`config.mk`:
```
export PLATFORM = sky130hd
export DESIGN_NAME = serial_operand_sequencer_flat
export DESIGN_NICKNAME = d
export VERILOG_FILES = /design/src/rtl/serial_operand_sequencer_if.sv /design/src/rtl/serial_operand_sequencer.sv /design/src/flat_wrapper.sv
export SDC_FILE = /design/constraint.sdc
export NUM_CORES = 1
export LEC_CHECK = 0
export ABC_CLOCK_PERIOD_IN_PS = 2140
export CAP_MARGIN = 20
export CORE_ASPECT_RATIO = 2
export CORE_MARGIN = 8
export CORE_UTILIZATION = 40
export CTS_BUF_LIST = sky130_fd_sc_hd__clkbuf_8 sky130_fd_sc_hd__clkbuf_16
export CTS_CLUSTER_DIAMETER = 120
export CTS_CLUSTER_SIZE = 16
export DETAILED_ROUTE_END_ITERATION = 6
export PLACE_DENSITY_LB_ADDON = 0.3
export REMOVE_ABC_BUFFERS = 1
export SYNTH_ARGS = -nofsm -noshare
export SYNTH_HDL_FRONTEND = slang
export SYNTH_SLANG_ARGS = --single-unit
```
`constraint.sdc`:
```
create_clock -name clk -period 2.14 [get_ports clk]
set_input_delay 0.214 -clock clk [delete_from_list [all_inputs] [get_ports clk]]
set_output_delay 0.214 -clock clk [all_outputs]
set_load 0.005 [all_outputs]
```
`src/rtl/serial_operand_sequencer_if.sv`:
```
// Interface bundling the operand channel, the serial ALU link and the
// result channel of the serial operand sequencer.
interface serial_operand_sequencer_if #(
  parameter int WIDTH = 32
);
  logic             op_valid;
  logic             op_ready;
  logic [WIDTH-1:0] op_a;
  logic [WIDTH-1:0] op_b;
  logic [2:0]       op_sel;
  logic             alu_rs1;
  logic             alu_rs2;
  logic [2:0]       alu_op;
  logic             alu_en;
  logic             alu_start;
  logic             alu_result;
  logic             res_valid;
  logic             res_ready;
  logic [WIDTH-1:0] res_data;
  logic             res_zero;
  logic             busy;

  // Environment side: offers operands, hosts the ALU, consumes results.
  modport master (
    output op_valid, op_a, op_b, op_sel, alu_result, res_ready,
    input  op_ready, alu_rs1, alu_rs2, alu_op, alu_en, alu_start,
    input  res_valid, res_data, res_zero, busy
  );

  // Sequencer side.
  modport slave (
    input  op_valid, op_a, op_b, op_sel, alu_result, res_ready,
    output op_ready, alu_rs1, alu_rs2, alu_op, alu_en, alu_start,
    output res_valid, res_data, res_zero, busy
  );
endinterface

```
`src/rtl/serial_operand_sequencer.sv`:
```
// Serial operand sequencer: latches a parallel operand pair, streams it
// LSB-first into a 1-bit ALU and reassembles the lagging serial result into
// a parallel word returned over a valid/ready handshake.
module serial_operand_sequencer #(
  parameter int WIDTH = 32
) (
  input logic                      clk,
  input logic                      rst,
  serial_operand_sequencer_if.slave bus
);
  localparam int CNT_W = $clog2(WIDTH);

  typedef enum logic [1:0] {
    IDLE  = 2'd0,
    SHIFT = 2'd1,
    DRAIN = 2'd2,
    DONE  = 2'd3
  } state_t;

  state_t           state;
  state_t           state_next;
  logic [CNT_W-1:0] bit_cnt;
  logic [WIDTH-1:0] a_sh;
  logic [WIDTH-1:0] b_sh;
  logic [WIDTH-1:0] res_sh;
  logic [2:0]       op_q;
  logic             last_bit;

  assign last_bit     = (bit_cnt == CNT_W'(WIDTH - 1));
  assign bus.alu_op   = op_q;
  assign bus.res_data = res_sh;
  assign bus.res_zero = (res_sh == '0);

  // State register; reset abandons any in-flight operation.
  always_ff @(posedge clk) begin
    if (rst) state <= IDLE;
    else     state <= state_next;
  end

  // Next-state logic and per-state handshake/ALU control outputs.
  always_comb begin
    state_next    = state;
    bus.op_ready  = 1'b0;
    bus.alu_en    = 1'b0;
    bus.alu_start = 1'b0;
    bus.alu_rs1   = 1'b0;
    bus.alu_rs2   = 1'b0;
    bus.res_valid = 1'b0;
    bus.busy      = 1'b1;
    case (state)
      IDLE: begin
        bus.op_ready = 1'b1;
        bus.busy     = 1'b0;
        if (bus.op_valid) state_next = SHIFT;
      end
      SHIFT: begin
        bus.alu_en    = 1'b1;
        bus.alu_start = (bit_cnt == '0);
        bus.alu_rs1   = a_sh[0];
        bus.alu_rs2   = b_sh[0];
        if (last_bit) state_next = DRAIN;
      end
      DRAIN: begin
        state_next = DONE;
      end
      DONE: begin
        bus.res_valid = 1'b1;
        if (bus.res_ready) state_next = IDLE;
      end
      default: state_next = IDLE;
    endcase
  end

  // Operand capture and shifting; the result shifts in from the MSB so the
  // first ALU bit (one cycle late) ends up in bit 0 after the drain sample.
  always_ff @(posedge clk) begin
    if (rst) begin
      bit_cnt <= '0;
      a_sh    <= '0;
      b_sh    <= '0;
      res_sh  <= '0;
      op_q    <= 3'b000;
    end else begin
      case (state)
        IDLE: begin
          if (bus.op_valid) begin
            a_sh    <= bus.op_a;
            b_sh    <= bus.op_b;
            op_q    <= bus.op_sel;
            bit_cnt <= '0;
          end
        end
        SHIFT: begin
          a_sh    <= a_sh >> 1;
          b_sh    <= b_sh >> 1;
          bit_cnt <= bit_cnt + CNT_W'(1);
          if (bit_cnt != '0) res_sh <= {bus.alu_result, res_sh[WIDTH-1:1]};
        end
        DRAIN: begin
          res_sh <= {bus.alu_result, res_sh[WIDTH-1:1]};
        end
        default: begin
        end
      endcase
    end
  end
endmodule

```
`src/flat_wrapper.sv`:
```
// flat-port wrapper written by rule: the top's interface ports become plain ports
module serial_operand_sequencer_flat 
#(
  parameter int WIDTH = 32
)
  (clk, rst, bus_op_valid, bus_op_a, bus_op_b, bus_op_sel, bus_alu_result, bus_res_ready, bus_op_ready, bus_alu_rs1, bus_alu_rs2, bus_alu_op, bus_alu_en, bus_alu_start, bus_res_valid, bus_res_data, bus_res_zero, bus_busy);
  serial_operand_sequencer_if #(.WIDTH(WIDTH)) bus_i ();
  input logic clk;
  input logic rst;
  input wire logic [$bits(bus_i.op_valid)-1:0] bus_op_valid;
  input wire logic [$bits(bus_i.op_a)-1:0] bus_op_a;
  input wire logic [$bits(bus_i.op_b)-1:0] bus_op_b;
  input wire logic [$bits(bus_i.op_sel)-1:0] bus_op_sel;
  input wire logic [$bits(bus_i.alu_result)-1:0] bus_alu_result;
  input wire logic [$bits(bus_i.res_ready)-1:0] bus_res_ready;
  output wire logic [$bits(bus_i.op_ready)-1:0] bus_op_ready;
  output wire logic [$bits(bus_i.alu_rs1)-1:0] bus_alu_rs1;
  output wire logic [$bits(bus_i.alu_rs2)-1:0] bus_alu_rs2;
  output wire logic [$bits(bus_i.alu_op)-1:0] bus_alu_op;
  output wire logic [$bits(bus_i.alu_en)-1:0] bus_alu_en;
  output wire logic [$bits(bus_i.alu_start)-1:0] bus_alu_start;
  output wire logic [$bits(bus_i.res_valid)-1:0] bus_res_valid;
  output wire logic [$bits(bus_i.res_data)-1:0] bus_res_data;
  output wire logic [$bits(bus_i.res_zero)-1:0] bus_res_zero;
  output wire logic [$bits(bus_i.busy)-1:0] bus_busy;
  assign bus_i.op_valid = bus_op_valid;
  assign bus_i.op_a = bus_op_a;
  assign bus_i.op_b = bus_op_b;
  assign bus_i.op_sel = bus_op_sel;
  assign bus_i.alu_result = bus_alu_result;
  assign bus_i.res_ready = bus_res_ready;
  assign bus_op_ready = bus_i.op_ready;
  assign bus_alu_rs1 = bus_i.alu_rs1;
  assign bus_alu_rs2 = bus_i.alu_rs2;
  assign bus_alu_op = bus_i.alu_op;
  assign bus_alu_en = bus_i.alu_en;
  assign bus_alu_start = bus_i.alu_start;
  assign bus_res_valid = bus_i.res_valid;
  assign bus_res_data = bus_i.res_data;
  assign bus_res_zero = bus_i.res_zero;
  assign bus_busy = bus_i.busy;
  serial_operand_sequencer #(.WIDTH(WIDTH)) u_core (.clk(clk), .rst(rst), .bus(bus_i));
endmodule
```
==> results.sh, run 1 <==
export IMPL_status="complete, no violations"
export IMPL_power_density_mw_per_mm2=1150
export IMPL_crit_path_max_incr_delay_ns=0.51
export IMPL_antenna_found_initial=0
export IMPL_grt_pass1_vias=4673
export IMPL_avgRoutedWirePerCell_um=17.1
export IMPL_fin_crit_sh=0.954
export IMPL_wl_met2_um=7610
export IMPL_setup_viol=0
export IMPL_rows=60
export IMPL_internal_power_mw=4.97
export IMPL_dr_pass1_iters=6
export IMPL_ys_seq_area_frac=0.390
export IMPL_leakagePower_nw=2.58
export IMPL_synth_area_leaders="dfxtp_1 39%, mux2i_1 12%, a211oi_2 11%"
export IMPL_drtIter0Drc=162
export IMPL_crit_type="register to output pin"
export IMPL_n_fill_cell=1244
export IMPL_hold_viol=0
export IMPL_rsz0062_at_grt="false"
export IMPL_pwr_share_seq=0.345
export IMPL_place_gp_congestion=0.769
export IMPL_top_layer="met4"
export IMPL_maxSlewViolCount=0
export IMPL_die_area_mm2=0.0178
export IMPL_worst_pin_slew_ns=0.591
export IMPL_required_ns=1.93
export IMPL_cts_clk_slew_worst_paths_ns=0.08
export IMPL_initial_core_util=0.408
export IMPL_cts_tree="built"
export IMPL_final_util=0.525
export IMPL_via_count=4615
export IMPL_drive_gt1_frac=0.139
export IMPL_core_mm2=0.0134
export IMPL_port_buffers=114
export IMPL_max_freq_mhz=490
export IMPL_cts_hold_buf=0
export IMPL_cts_setup_buffers=0
export IMPL_synth_edf_count=0
export IMPL_dp_cells=816
export IMPL_wl_met1_um=5680
export IMPL_cts_made_buffers=9
export IMPL_fin_total_pwr_mw=8.09
export IMPL_fin_crit_ns=2.04
export IMPL_crit_slowest_cell="clkdlybuf4s50_1"
export IMPL_async_flop_share=0
export IMPL_die_height_um=181
export IMPL_clock_skew_ns=0.0110
export IMPL_wl_um=14200
export IMPL_end_kind="output pin"
export IMPL_dp_hpwl_um=10100
export IMPL_final_cell_count_no_fill=833
export IMPL_nets=752
export IMPL_combPwrFrac=0.453
export IMPL_max_vdd_ir_drop_v=0.000479
export IMPL_area_growth_pct=28.9
export IMPL_worstPathArrival_ns=1.83
export IMPL_yosysTopAreaCell="dfxtp_1"
export IMPL_regArea_mm2=0.00212
export IMPL_synth_area_mm2=0.00545
export IMPL_ant_nets=0
export IMPL_maxCapViolCount=0
export IMPL_hp_class="primary input to register"
export IMPL_drc=0
export IMPL_timing_hold_ws_ns=0.432
export IMPL_multi_input_area_mm2=0.00305
export IMPL_cts_buffer_depth=2
export IMPL_rr_startpoint="u_core.state[0]"
export IMPL_io_pins=115
export IMPL_worstSkewPairLatency_ns=0.35
export IMPL_wl_met3_um=647
export IMPL_root_buffer="clkbuf_16"
export IMPL_yosysWarnings=0
export IMPL_critical_path_cell_chain="nor4_2 > nand4_1 > nor2_1 > clkdlybuf4s50_1"
export IMPL_grt_usage=0.157
export IMPL_ys_types=37
export IMPL_htreeDepth=3
export IMPL_synth_avg_cell_area_um2=9.31
export IMPL_max_slew_margin=0.606
export IMPL_grt_remaining_overflow=0
export IMPL_grt_first_pass_wirelength_um=23100
export IMPL_crit_start="u_core.bus.res_data[16]"
export IMPL_p_sw_mw=3.13
export IMPL_antennaDiodeCount=0
export IMPL_hp_start="bus_op_sel[2]"
export IMPL_avgViaCountPerCell=5.54
export IMPL_synth_ff_type="dfxtp_1"
export IMPL_grt_max_degree=75
export IMPL_postSynthCellCount=585
export IMPL_fp_dieW_um=98.5
export IMPL_clockPowerShare=0.202
export IMPL_cts_sinks=106
export IMPL_cp_max_fo=3
export IMPL_swShare=0.387
export IMPL_start_kind="register"
export IMPL_synth_seq_cells=106
export IMPL_yosys_area_top_type_share=0.390
synth_stat cells (3+ instances only):
| library cell | n |
|---|---|
| buf_6 | 8 |
| nand2b_1 | 35 |
| a211oi_1 | 12 |
| nor2b_1 | 34 |
| ha_1 | 7 |
| and3_1 | 3 |
| nand2_1 | 10 |
| mux2i_1 | 64 |
| a211oi_2 | 50 |
| inv_1 | 6 |
| o211ai_1 | 31 |
| buf_2 | 16 |
| and2_1 | 3 |
| nor2_1 | 68 |
| dfxtp_1 | 106 |
| clkbuf_1 | 29 |
| a21oi_1 | 4 |
| nor4_1 | 8 |
| nand3_1 | 67 |
what timing repair did:
item	4_1_cts	5_1_grt
setup endpoints to repair	2	2
gates cloned	0	1
resized for setup	3	3
pin swaps	1	1
area by class of cell:
type | count | area share
Clock buffer | 9 | 0.0321
Tap cell | 155 | 0.0276
Clock inverter | 7 | 0.00945
Timing Repair Buffer | 133 | 0.191
Sequential cell | 106 | 0.302
Inverter | 6 | 0.00321
Multi-Input combinational cell | 417 | 0.434
stage by stage:
step | TNS [ns] | cell area, um^2 | worst slack [ns]
floorplan | -245.00 | 5150 | -2.71
global placement | 0 | 6680 | 0.312
detailed placement | 0 | 6680 | 0.230
CTS | 0 | 6970 | 0.00506
global route | 0 | 7020 | 0.00133
finish | 0 | 7020 | 0.0981
per-layer routing:
layer  global-route usage  vias up
met5                    0        -
met4               0.0533        0
met3               0.0374       17
met2                0.294      109
met1                0.164     2211
li1                     -     2278
cell families after synthesis:
group,after synthesis,synth area share
buffers and inverters,62,0.0581
muxes,65,0.120
AOI/OAI and AO/OA,108,0.194
adders and majority gates,7,0.0161
DFF,106,0.390
and+or+nand+nor,237,0.222
sequential cells by signal, indices dropped and copies added, names as in the netlist:
name and count:
u_core.bit_cnt 5, u_core.bus.alu_op 3, u_core.state 2, u_core.a_sh 32
u_core.b_sh 32, u_core.bus.res_data 32
path summary, 6_finish.rpt:
check / endpoint / slack [ns] / cells past startpoint
setup reg to reg: u_core.b_sh[6] / 0.23 / 6
hold reg to reg: u_core.bus.alu_op[2] / 0.47 / 2
hold / removal: u_core.bus.alu_op[2] / 0.43 / 3
setup / recovery: bus_res_zero / 0.1 / 4
cells in the final DEF (no fill, tap or decap), types with 10 or more instances in the layout:
cell and count:
clkdlybuf4s50_1 112, o211ai_1 31, nor2b_1 34, mux2i_1 64, nand3_1 67, buf_4 16
a211oi_1 12, nor2_1 67, dfxtp_1 106, clkbuf_16 10, nand2b_1 35, nand2_1 10
a211oi_2 50
critical path: cells and delay by family, from the launching register on:
| kind | cells | cell delay, ns |
|---|---|---|
| buffers and inverters | 1 | 0.51 |
| and+or+nand+nor | 3 | 0.64 |
| DFF | 1 | 0.33 |
power by group through the flow:
stage	clock network (mW)	logic (mW)	registers, mW
6_report	1.63	3.66	2.80
5_1_grt	1.76	4.02	2.86
4_1_cts	1.70	3.64	2.80
3_5_place_dp	0	3.63	2.84
3_3_place_gp	0	3.53	2.82
2_1_floorplan	0	2.66	2.76
(Power assumes the default switching activity.)
==> run 2: changes to the inputs <==
--- a/config.mk
+++ b/config.mk
@@ -8,7 +8,7 @@
 export ABC_CLOCK_PERIOD_IN_PS = 2140
 export CAP_MARGIN = 20
 export CORE_ASPECT_RATIO = 2
-export CORE_MARGIN = 8
+export CORE_MARGIN = 2
 export CORE_UTILIZATION = 40
 export CTS_BUF_LIST = sky130_fd_sc_hd__clkbuf_8 sky130_fd_sc_hd__clkbuf_16
 export CTS_CLUSTER_DIAMETER = 120
==> results.sh, run 2 (synthesis gave the netlist of run 1 again) <==
export IMPL_port_buffers=114
export IMPL_max_slew_margin=0.631
export IMPL_grt_usage=0.189
export IMPL_worstPathArrival_ns=1.82
export IMPL_drtIter0Drc=201
export IMPL_avgViaCountPerCell=5.56
export IMPL_maxSlewViolCount=0
export IMPL_crit_path_max_incr_delay_ns=0.50
export IMPL_crit_buf_inv=2
export IMPL_grt_pass1_vias=4722
export IMPL_cts_sinks=106
export IMPL_fp_dieW_um=86.5
export IMPL_place_gp_congestion=0.808
export IMPL_worst_pin_slew_ns=0.538
export IMPL_end_kind="output pin"
export IMPL_die_area_mm2=0.0146
export IMPL_dr_pass1_iters=4
export IMPL_fin_crit_ns=2.03
export IMPL_leakagePower_nw=2.59
export IMPL_cp_max_fo=4
export IMPL_hp_class="primary input to register"
export IMPL_root_buffer="clkbuf_16"
export IMPL_whs_endpoint="u_core.bit_cnt[4]"
export IMPL_core_mm2=0.0134
export IMPL_rsz0062_at_grt="false"
export IMPL_worstSkewPairLatency_ns=0.34
export IMPL_power_density_mw_per_mm2=1170
export IMPL_rows=60
export IMPL_min_delay_path_depth=2
export IMPL_cts_tree="built"
export IMPL_reg2reg_slack_ns=0.37
export IMPL_wl_um=13800
export IMPL_ant_nets=0
export IMPL_start_kind="register"
export IMPL_htreeDepth=3
export IMPL_cts_made_buffers=9
export IMPL_critical_path_cell_chain="nor4_1 > buf_4 > nand4_1 > nor2_1 > clkdlybuf4s50_1"
export IMPL_layout_common_cells="113 x clkdlybuf4s50_1, 105 x dfxtp_1, 68 x nor2_1"
export IMPL_setup_viol=0
export IMPL_design_area_mm2=0.00706
export IMPL_pre_cts_ws_ns=0.274
export IMPL_required_ns=1.93
export IMPL_grt_max_degree=75
export IMPL_cts_buffer_depth=2
export IMPL_hp_start="rst"
export IMPL_clock_skew_ns=0.00758
export IMPL_crit_family="buffers and inverters"
export IMPL_crit_type="register to output pin"
export IMPL_nets=752
export IMPL_max_vdd_ir_drop_v=0.000636
export IMPL_die_height_um=169
export IMPL_fin_crit_sh=0.950
export IMPL_via_count=4631
export IMPL_drc=0
export IMPL_antennaDiodeCount=0
export IMPL_cts_clk_slew_worst_paths_ns=0.07
export IMPL_io_pins=115
export IMPL_final_common_cell="clkdlybuf4s50_1"
export IMPL_rr_startpoint="u_core.state[1]"
export IMPL_max_freq_mhz=492
export IMPL_area_growth_pct=29.7
export IMPL_avgRoutedWirePerCell_um=16.6
export IMPL_dp_hpwl_um=9410
export IMPL_drive_gt1_frac=0.137
export IMPL_maxCapViolCount=0
export IMPL_grt_first_pass_wirelength_um=22300
export IMPL_r2r_cells=7
export IMPL_initial_core_util=0.408
export IMPL_fin_ws_ns=0.106
export IMPL_crit_slowest_cell="clkdlybuf4s50_1"
export IMPL_antenna_found_initial=0
export IMPL_dpl_cell_area_mm2=0.00668
export IMPL_r2r_end="u_core.a_sh[3]"
export IMPL_hold_viol=0
export IMPL_status="complete, no violations"
export IMPL_grt_remaining_overflow=0
-- run 2: how the worst max path moves through the flow --
stage | start | endpoint | slack, ns | cells past startpoint
floorplan | u_core.state[1] | u_core.bus.res_data[0] | -2.71 | 5
global placement | u_core.bus.res_data[24] | bus_res_zero | 0.35 | 4
CTS | u_core.bus.res_data[17] | bus_res_zero | 0.01 | 4
detailed placement | bus_op_valid | u_core.a_sh[3] | 0.27 | 5
finish | u_core.bus.res_data[0] | bus_res_zero | 0.11 | 5
global route | u_core.bus.res_data[0] | bus_res_zero | 0.007 | 5
-- run 2: where the power goes --
part | leakage [nW] | internal, mW | switching [mW]
Combinational | 1.57 | 1.67 | 2.04
Clock | 0.157 | 1.05 | 0.726
Sequential | 0.870 | 2.51 | 0.290
-- run 2: worst register-to-register path: cells and delay by family, from the launching register on --
| kind | cells | cell delay (ns) |
|---|---|---|
| adders and majority gates | 1 | 0.24 |
| AOI/OAI and AO/OA | 1 | 0.29 |
| DFF | 1 | 0.34 |
| muxes | 1 | 0.15 |
| buffers and inverters | 4 | 0.66 |
-- run 2: layout make-up --
cell class | instances | area [um^2]
fillers | 1242 | 6300
multi-input cells | 417 | 3050
flip-flops and latches | 106 | 2120
repair buffers | 133 | 1350
clock buffers | 10 | 239
well taps | 155 | 194
clock inverters | 6 | 82.6
inverters | 6 | 22.5
-- run 2: repair_timing --
action | CTS | global route
hold buffers | 0 | 0
setup buffers | 3 | 1
gates resized for setup | 2 | 3
cloned | 0 | 0
setup endpoints to repair | 3 | 3
-- run 2: per-stage QoR --
step	TNS, ns	hold WS, ns	instances	util	power (mW)
finish	0	0.282	833	0.528	8.28
global route	0	0.283	833	0.528	8.84
detailed placement	0	0.452	813	0.500	6.49
floorplan	-245.00	0.279	529	-	5.41
CTS	0	0.263	832	0.527	8.35
global placement	0	0.446	813	0.500	6.34
-- run 2: layer usage --
| layer | global-route usage | wire, um | vias to the layer above |
|---|---|---|---|
| met1 | 0.210 | 5260 | 2233 |
| met2 | 0.349 | 7710 | 102 |
| met3 | 0.0434 | 611 | 17 |
| met4 | 0.0571 | 222 | 0 |
| li1 | - | - | 2279 |
| met5 | 0 | 0 | - |
